===== config.mk =====
export PLATFORM = sky130hd
export DESIGN_NAME = colpar_ctrl
export DESIGN_NICKNAME = d
export VERILOG_FILES = /design/src/rtl/colpar_ctrl.sv
export SDC_FILE = /design/constraint.sdc
export NUM_CORES = 1
export LEC_CHECK = 0
export CAP_MARGIN = 20
export CELL_PAD_IN_SITES_DETAIL_PLACEMENT = 2
export CELL_PAD_IN_SITES_GLOBAL_PLACEMENT = 2
export CORE_ASPECT_RATIO = 1.25
export CORE_UTILIZATION = 25
export CTS_CLUSTER_DIAMETER = 30
export DETAILED_ROUTE_END_ITERATION = 7
export HOLD_SLACK_MARGIN = 0.1
export PLACE_DENSITY = 0.71
export SYNTH_ARGS = -nofsm -noshare
export SYNTH_HDL_FRONTEND = slang
export SYNTH_SLANG_ARGS = --single-unit

===== constraint.sdc =====
create_clock -name clk -period 2.11 [get_ports clk]
set_input_delay 0.633 -clock clk [delete_from_list [all_inputs] [get_ports clk]]
set_output_delay 0.633 -clock clk [all_outputs]
set_load 0.005 [all_outputs]

===== src/rtl/colpar_ctrl.sv =====
// colpar_ctrl: sequencer for the column-parity datapath.
// For each depth slice it loads one line, streams LANES parity bits to the
// file writer, stores the slice as the previous depth and moves to the next one.
// It also provides a start/done handshake and abort. A shadow lane counter
// cross-checks the counter25 carry-out.
// Ports:
//   clk, rst                  clock, synchronous active-high reset
//   start, abort              run request (IDLE only), cancel (LOAD/COMP/SAVE)
//   ready, busy, done, err    status: idle, running, end pulse, sticky carry mismatch
//   ld_fr, ld_r, en_fw        file reader load, prev-depth capture, file writer append
//   init0_c64/c25, en_c64/c25 counter clears and increments
//   co_c64, co_c25            counter carry-outs from the datapath
module colpar_ctrl #(
    parameter int unsigned DEPTHS = 64,
    parameter int unsigned LANES  = 25
) (
    input  logic clk,
    input  logic rst,
    input  logic start,
    input  logic abort,
    output logic ready,
    output logic busy,
    output logic done,
    output logic err,
    output logic ld_fr,
    output logic ld_r,
    output logic en_fw,
    output logic init0_c64,
    output logic init0_c25,
    output logic en_c64,
    output logic en_c25,
    input  logic co_c64,
    input  logic co_c25
);

    localparam int unsigned SW = (LANES > 1) ? $clog2(LANES) : 1;
    localparam logic [SW-1:0] LAST_LANE = SW'(LANES - 1);

    // The slice count lives in the datapath (co_c64). The parameter is kept
    // here so that a degenerate configuration is rejected at elaboration.
    if (DEPTHS < 1 || LANES < 2) begin : g_param_check
        $error("colpar_ctrl: DEPTHS must be >= 1 and LANES >= 2");
    end

    typedef enum logic [2:0] {
        S_IDLE,
        S_INIT,
        S_LOAD,
        S_COMP,
        S_SAVE,
        S_DONE
    } state_t;

    state_t        state_q, state_d;
    logic [SW-1:0] shadow_q, shadow_d;
    logic          err_q, err_d;
    logic          lane_last;

    assign lane_last = (shadow_q == LAST_LANE);

    // State, shadow lane counter and sticky error register.
    always_ff @(posedge clk) begin
        if (rst) begin
            state_q  <= S_IDLE;
            shadow_q <= '0;
            err_q    <= 1'b0;
        end else begin
            state_q  <= state_d;
            shadow_q <= shadow_d;
            err_q    <= err_d;
        end
    end

    // Next-state and Moore output decode. Reset forces every output low.
    always_comb begin
        state_d   = state_q;
        shadow_d  = shadow_q;
        err_d     = err_q;
        ready     = 1'b0;
        busy      = 1'b0;
        done      = 1'b0;
        ld_fr     = 1'b0;
        ld_r      = 1'b0;
        en_fw     = 1'b0;
        init0_c64 = 1'b0;
        init0_c25 = 1'b0;
        en_c64    = 1'b0;
        en_c25    = 1'b0;

        case (state_q)
            S_IDLE: begin
                ready    = 1'b1;
                shadow_d = '0;
                if (start) begin
                    state_d = S_INIT;
                    err_d   = 1'b0;
                end
            end
            S_INIT: begin
                busy      = 1'b1;
                init0_c64 = 1'b1;
                init0_c25 = 1'b1;
                shadow_d  = '0;
                state_d   = S_LOAD;
            end
            S_LOAD: begin
                busy    = 1'b1;
                ld_fr   = 1'b1;
                state_d = abort ? S_DONE : S_COMP;
            end
            S_COMP: begin
                busy     = 1'b1;
                en_fw    = 1'b1;
                en_c25   = 1'b1;
                shadow_d = shadow_q + SW'(1);
                // The datapath carry must agree with the shadow count on every lane.
                if (co_c25 != lane_last) begin
                    err_d = 1'b1;
                end
                // Abort takes priority over the last-lane exit, so no SAVE follows.
                if (abort) begin
                    state_d = S_DONE;
                end else if (lane_last) begin
                    state_d = S_SAVE;
                end
            end
            S_SAVE: begin
                busy      = 1'b1;
                ld_r      = 1'b1;
                en_c64    = 1'b1;
                init0_c25 = 1'b1;
                shadow_d  = '0;
                state_d   = (abort || co_c64) ? S_DONE : S_LOAD;
            end
            S_DONE: begin
                done     = 1'b1;
                shadow_d = '0;
                state_d  = S_IDLE;
            end
            default: begin
                state_d = S_IDLE;
            end
        endcase

        if (rst) begin
            ready     = 1'b0;
            busy      = 1'b0;
            done      = 1'b0;
            ld_fr     = 1'b0;
            ld_r      = 1'b0;
            en_fw     = 1'b0;
            init0_c64 = 1'b0;
            init0_c25 = 1'b0;
            en_c64    = 1'b0;
            en_c25    = 1'b0;
        end
    end

    assign err = err_q & ~rst;

endmodule


Word level (Yosys, flattened, before mapping)
Cells that the tools add are included.
Cells by class
  bitwise operators: 2
  multipliers: 0
  divide/modulo/power cells: 0
  mux-type cells: 26
  add/subtract/negate cells: 1
  shifts and indexed selects: 0
  equal/unequal tests: 10
  reduce and logical (&&, ||, !) cells: 9
  order comparisons: 0
Operators by type and width (count)
  $mux 1: 18
  $mux 3: 5
  $pmux 3 s5: 1
  $pmux 5 s2: 1
  $reduce_or 4->1: 2
  $eq 3x2->1 const B: 2
  $eq 3x3->1 const B: 2
  $add 5x1->5 const B: 1
  $eq 5x5->1 const B: 1
  $ne 2x2->1 const B: 2
  $reduce_bool 2->1: 2
  $eq 3x1->1 const B: 1
  $logic_not 3->1: 1
  $ne 3x3->1 const B: 1
  $reduce_and 3->1: 1
  $pmux 1 s2: 1
  $reduce_and 2->1: 1
  $reduce_or 2->1: 1
  $and 1x1->1: 1
  $logic_or 1x1->1: 1
  $ne 1x1->1: 1
  $not 1->1: 1
Storage, ports and cells
  register bits: 9
  bits in latches: 0
  memory bits (read-only): 0
  output and inout port bits: 11
  bits in writable memories: 0
  memories kept: 0

Depth between registers and ports, before layout
  depth in word-level cells: 4
  mapped depth: 6
  depth with buffers taken out: 6

Worst setup path after synthesis
No wires, ideal clock.
  path kind: input to output
  start point: in rst
  end point: out en_fw
  arrival time: 1.342 ns
  path buffers: 3
  setup slack: 0.135 ns
  cell stages on the path: 5
  cells stage by stage: buf_2 nand2b_1 buf_2 nor2_1 buf_4
Between the ends
  word-level cells in the longest chain between the ends: 1
RTL lines
  start, declared: line 18  | input logic rst,
  $mux 1
  end, declared: line 27  | output logic en_fw,
No other way between the ends.

Worst setup path in the final report
  start point: in rst
  end point: out ld_fr
Between the ends
  word-level cells in the longest chain between the ends: 1
RTL lines
  $mux 1: line 145  | if (rst) begin
  end, declared: line 25  | output logic ld_fr,
No other way between the ends.

==> qor.log <==
[drt] Antenna Violating Nets Remaining 0
[synthesis] sequential share of the synthesized area 30.3%
[timing] worst hold slack 529 ps
[cts] CTS H-Tree Depth 1
[die] overall die area 2580 um2
[worst_setup_path] crit path cell chain clkdlybuf4s15_1 > nand2b_4 > buf_4 > nor3_2 > buf_2
[cts] number of clock sinks 9
[cts] TritonCTS clock tree yes
[placement] number of port buffers 16
[synthesis] synthesized area divided by synthesized cell count 7.84 um2
[outcome] result of the run finished clean
[worst_setup_path] Crit path max-delay family buffers and inverters
[worst_setup_path] number of cells on the critical path 5
[die] ports placed on the boundary 17
[worst_setup_path] required time of the critical path 1480 ps
[min_path] destination of the worst hold path err_q
[worst_setup_path] CP startpoint kind primary input
[grt] number of antenna violations at the first check in global routing 0
[power] total power of the final layout 0.000439 W
[drt] drt via density 4.63
[synthesis] cell types with the largest area share after synthesis sky130_fd_sc_hd__dfxtp_1, sky130_fd_sc_hd__nor2_1, sky130_fd_sc_hd__buf_4
[drt] total DRC errors in the routed layout 0
[synthesis] count of distinct cell types in the synthesized netlist 30
[layout] # diodes 0
[grt] grt ovf 0
[worst_setup_path] setup slack, reg-to-reg 750 ps
[grt] pin count of the biggest net entering global routing 13
[synthesis] area of the mapped netlist 596 um2
[flow_run] max-capacitance violation count 0
[die] starting density of the core 26.7%
[timing] Final Hold Violating Endpoints 0
[die] site row count 19
[synthesis] yosys synthesis warning count 0
[timing] actual slew at the worst max-slew pin 317 ps
[layout] cell area after layout 860 um2
[synthesis] post-synth net total 84
[timing] timing-limited maximum frequency 0.484 GHz
[cts] worst skew pair latency 260 ps
[worst_setup_path] type of the worst setup path in2out
[worst_setup_path] crit path capture type output port
[timing] largest clock skew in the final design 1.11 ps
[timing] endpoints failing setup 0
[layout] share of post-route cells with drive strength above 1 29.9%
[layout] area growth from synthesis to layout 44.3%
[min_path] hold path depth 2
[die] Die Y-Extent 56.6 um
[layout] area taken by flip-flops and latches 183 um2
[layout] Filler Cells Inserted 272
[worst_setup_path] count of buffer and inverter cells on the critical path 3
[worst_setup_path] capturing point of the worst reg2reg path shadow_q[3]
[worst_setup_path] arrival time reported for the critical path endpoint 1430 ps
[die] Die X 45.7 um
[timing] RSZ-0062 raised after global routing no
[cts] Hold-fix buffers, CTS 0
[placement] routability cong. 0.680
[synthesis] synthesized instance count 76
[worst_setup_path] maximum fanout along the worst path 4
[worst_setup_path] delay contributed by the slowest stage of the critical path 230 ps
[die] core outline area 2230 um2
[grt] total routing resource utilization after global routing 16.8%
[layout] count of nets after finishing 106
[timing] Slew headroom 78.8%
[drt] DR WL/cell 13.9 um
[drt] Total Routed Length 1780 um
[worst_setup_path] worst r2r src state_q[0]
[min_path] launch instance of the worst min-delay path err_q
[drt] vias after detailed routing 593
[placement] Placement Cell Area 802 um2
[drt] iteration-0 DRC count of the detailed router 2
[cts] number of clock buffers inserted by TritonCTS 3
[cts] cell at the root of the clock tree sky130_fd_sc_hd__clkbuf_4
[timing] Min Clock Period, post-route 2070 ps
[synthesis] cell type with the highest aggregate area in the netlist sky130_fd_sc_hd__dfxtp_1
[worst_setup_path] cell type of the slowest stage on the worst timing path sky130_fd_sc_hd__clkdlybuf4s15_1
[timing] final total negative setup slack 0 ps
[timing] number of slew-limit violations in the final report 0
[synthesis] number of synthesized register bits 9
[cts] register clock-pin slew on the reported worst setup and hold paths 60 ps
[cts] clock tree buffer depth 2
[power] highest ir drop seen on vdd 0.320 mV
[synthesis] post-synth top area share 30.3%
[power] static power due to leakage 0.345 nW
[layout] area of the multi-input gates 392 um2
[grt] number of global-route vias before repair 641
[power] power per standard cell area 510 nW/um2
[placement] Post-DP HPWL 1420 um
[grt] global-route wire length before repair 3050 um
[drt] count of TritonRoute iterations in the first routing pass 3
[min_path] Tightest Hold Check Type reg2reg
[worst_setup_path] Worst Reg2Reg Path Length in Cells 4
[timing] Tcrit/Tclk final 97.9%
==> area by class of cell <==
cell class	count	share of cell area [%]
Clock buffer	4	3.06
Inverter	3	1.60
Multi-Input combinational cell	56	45.6
Sequential cell	9	21.3
Tap cell	31	4.51
Timing Repair Buffer	25	24.0
==> per-layer routing <==
layer	part of all wire [%]	global-route usage (%)	wire [um]	vias up
met5	0	0	0	-
li1	-	-	-	299
met2	56	29.8	993	16
met1	39	18.1	695	274
met4	2.2	7.79	40	0
met3	2.9	3.22	52	4
==> cells in the final DEF (no fill, tap or decap), types with 2 or more instances in the layout <==
master                             n
sky130_fd_sc_hd__dfxtp_2           2
sky130_fd_sc_hd__nand2_1           4
sky130_fd_sc_hd__clkdlybuf4s50_1   4
sky130_fd_sc_hd__xnor2_1           4
sky130_fd_sc_hd__xor2_1            3
sky130_fd_sc_hd__clkbuf_4          3
sky130_fd_sc_hd__o21ai_1           3
sky130_fd_sc_hd__inv_1             2
sky130_fd_sc_hd__buf_2             3
sky130_fd_sc_hd__nor2b_1           2
sky130_fd_sc_hd__buf_4             9
sky130_fd_sc_hd__a21oi_1           3
sky130_fd_sc_hd__nor2_1           12
sky130_fd_sc_hd__ha_1              2
sky130_fd_sc_hd__nor4_2            2
sky130_fd_sc_hd__nand3_1           2
sky130_fd_sc_hd__clkdlybuf4s15_1   2
sky130_fd_sc_hd__nand4_1           2
sky130_fd_sc_hd__dlygate4sd2_1     6
sky130_fd_sc_hd__nor3_2            4
sky130_fd_sc_hd__dfxtp_1           7
==> cell families after synthesis <==
kind of cell | share of synthesized area [%]
simple gates | 32.8
buf+inv | 11.1
xor+xnor | 10.3
flops | 30.3
compound gates | 11.3
fa+ha+maj | 4.20
==> flip-flops by register name (all words and copies together), names as in the netlist <==
| signal | cells |
|---|---|
| err_q | 1 |
| shadow_q | 5 |
| state_q | 3 |
==> tightest hold or removal path, cell delays in order, from the launching register on <==
cell and delay [ps]:
sky130_fd_sc_hd__dfxtp_1 340, sky130_fd_sc_hd__a31oi_1 60, sky130_fd_sc_hd__nor3_2 90
==> where the power goes <==
| part | switching, W | total, W | internal (W) |
|---|---|---|---|
| logic | 0.0000534 | 0.000112 | 0.0000583 |
| clock network | 0.0000638 | 0.000137 | 0.0000731 |
| registers | 0.0000142 | 0.000190 | 0.000176 |
| total | 0.000131 | 0.000439 | 0.000307 |
==> how the worst max path moves through the flow <==
stage,from,end,slack (ps)
floorplan,rst,en_fw,140
finish,rst,ld_fr,40
global placement,rst,en_c25,-510
global route,rst,ld_fr,0.9
CTS,rst,ld_fr,-2
detailed placement,rst,ready,-580
==> timing repair <==
| item | in CTS | in global routing |
|---|---|---|
| endpoints found under the setup margin | 11 | 3 |
| gates resized for setup | 32 | 3 |
| setup buffers | 1 | 0 |
==> through the flow <==
step / util, % / setup WS (ps) / cells
final: 38.5 / 44.3 / 128
after global placement: 35.9 / -513 / 123
after CTS: 38.1 / -1.63 / 128
after floorplan: - / 135 / 76
after detailed placement: 35.9 / -584 / 123
after global routing: 38.5 / 0.905 / 128
==> Yosys cell counts (all sizes together) <==
library cell / number
ha: 2
nor2: 13
a21boi: 1
nor2b: 3
and3: 1
nor4b: 1
xnor2: 4
nand3b: 1
a31oi: 1
nor4: 2
nor3: 4
o21a: 1
nand2b: 1
o2bb2ai: 1
inv: 3
and2: 1
nand4b: 1
dfxtp: 9
buf: 8
xor2: 3
a21oi: 3
nand4: 2
o21ai: 3
nand3: 2
nand2: 4
o211ai: 1
Power figures use the tool's default switching activity.
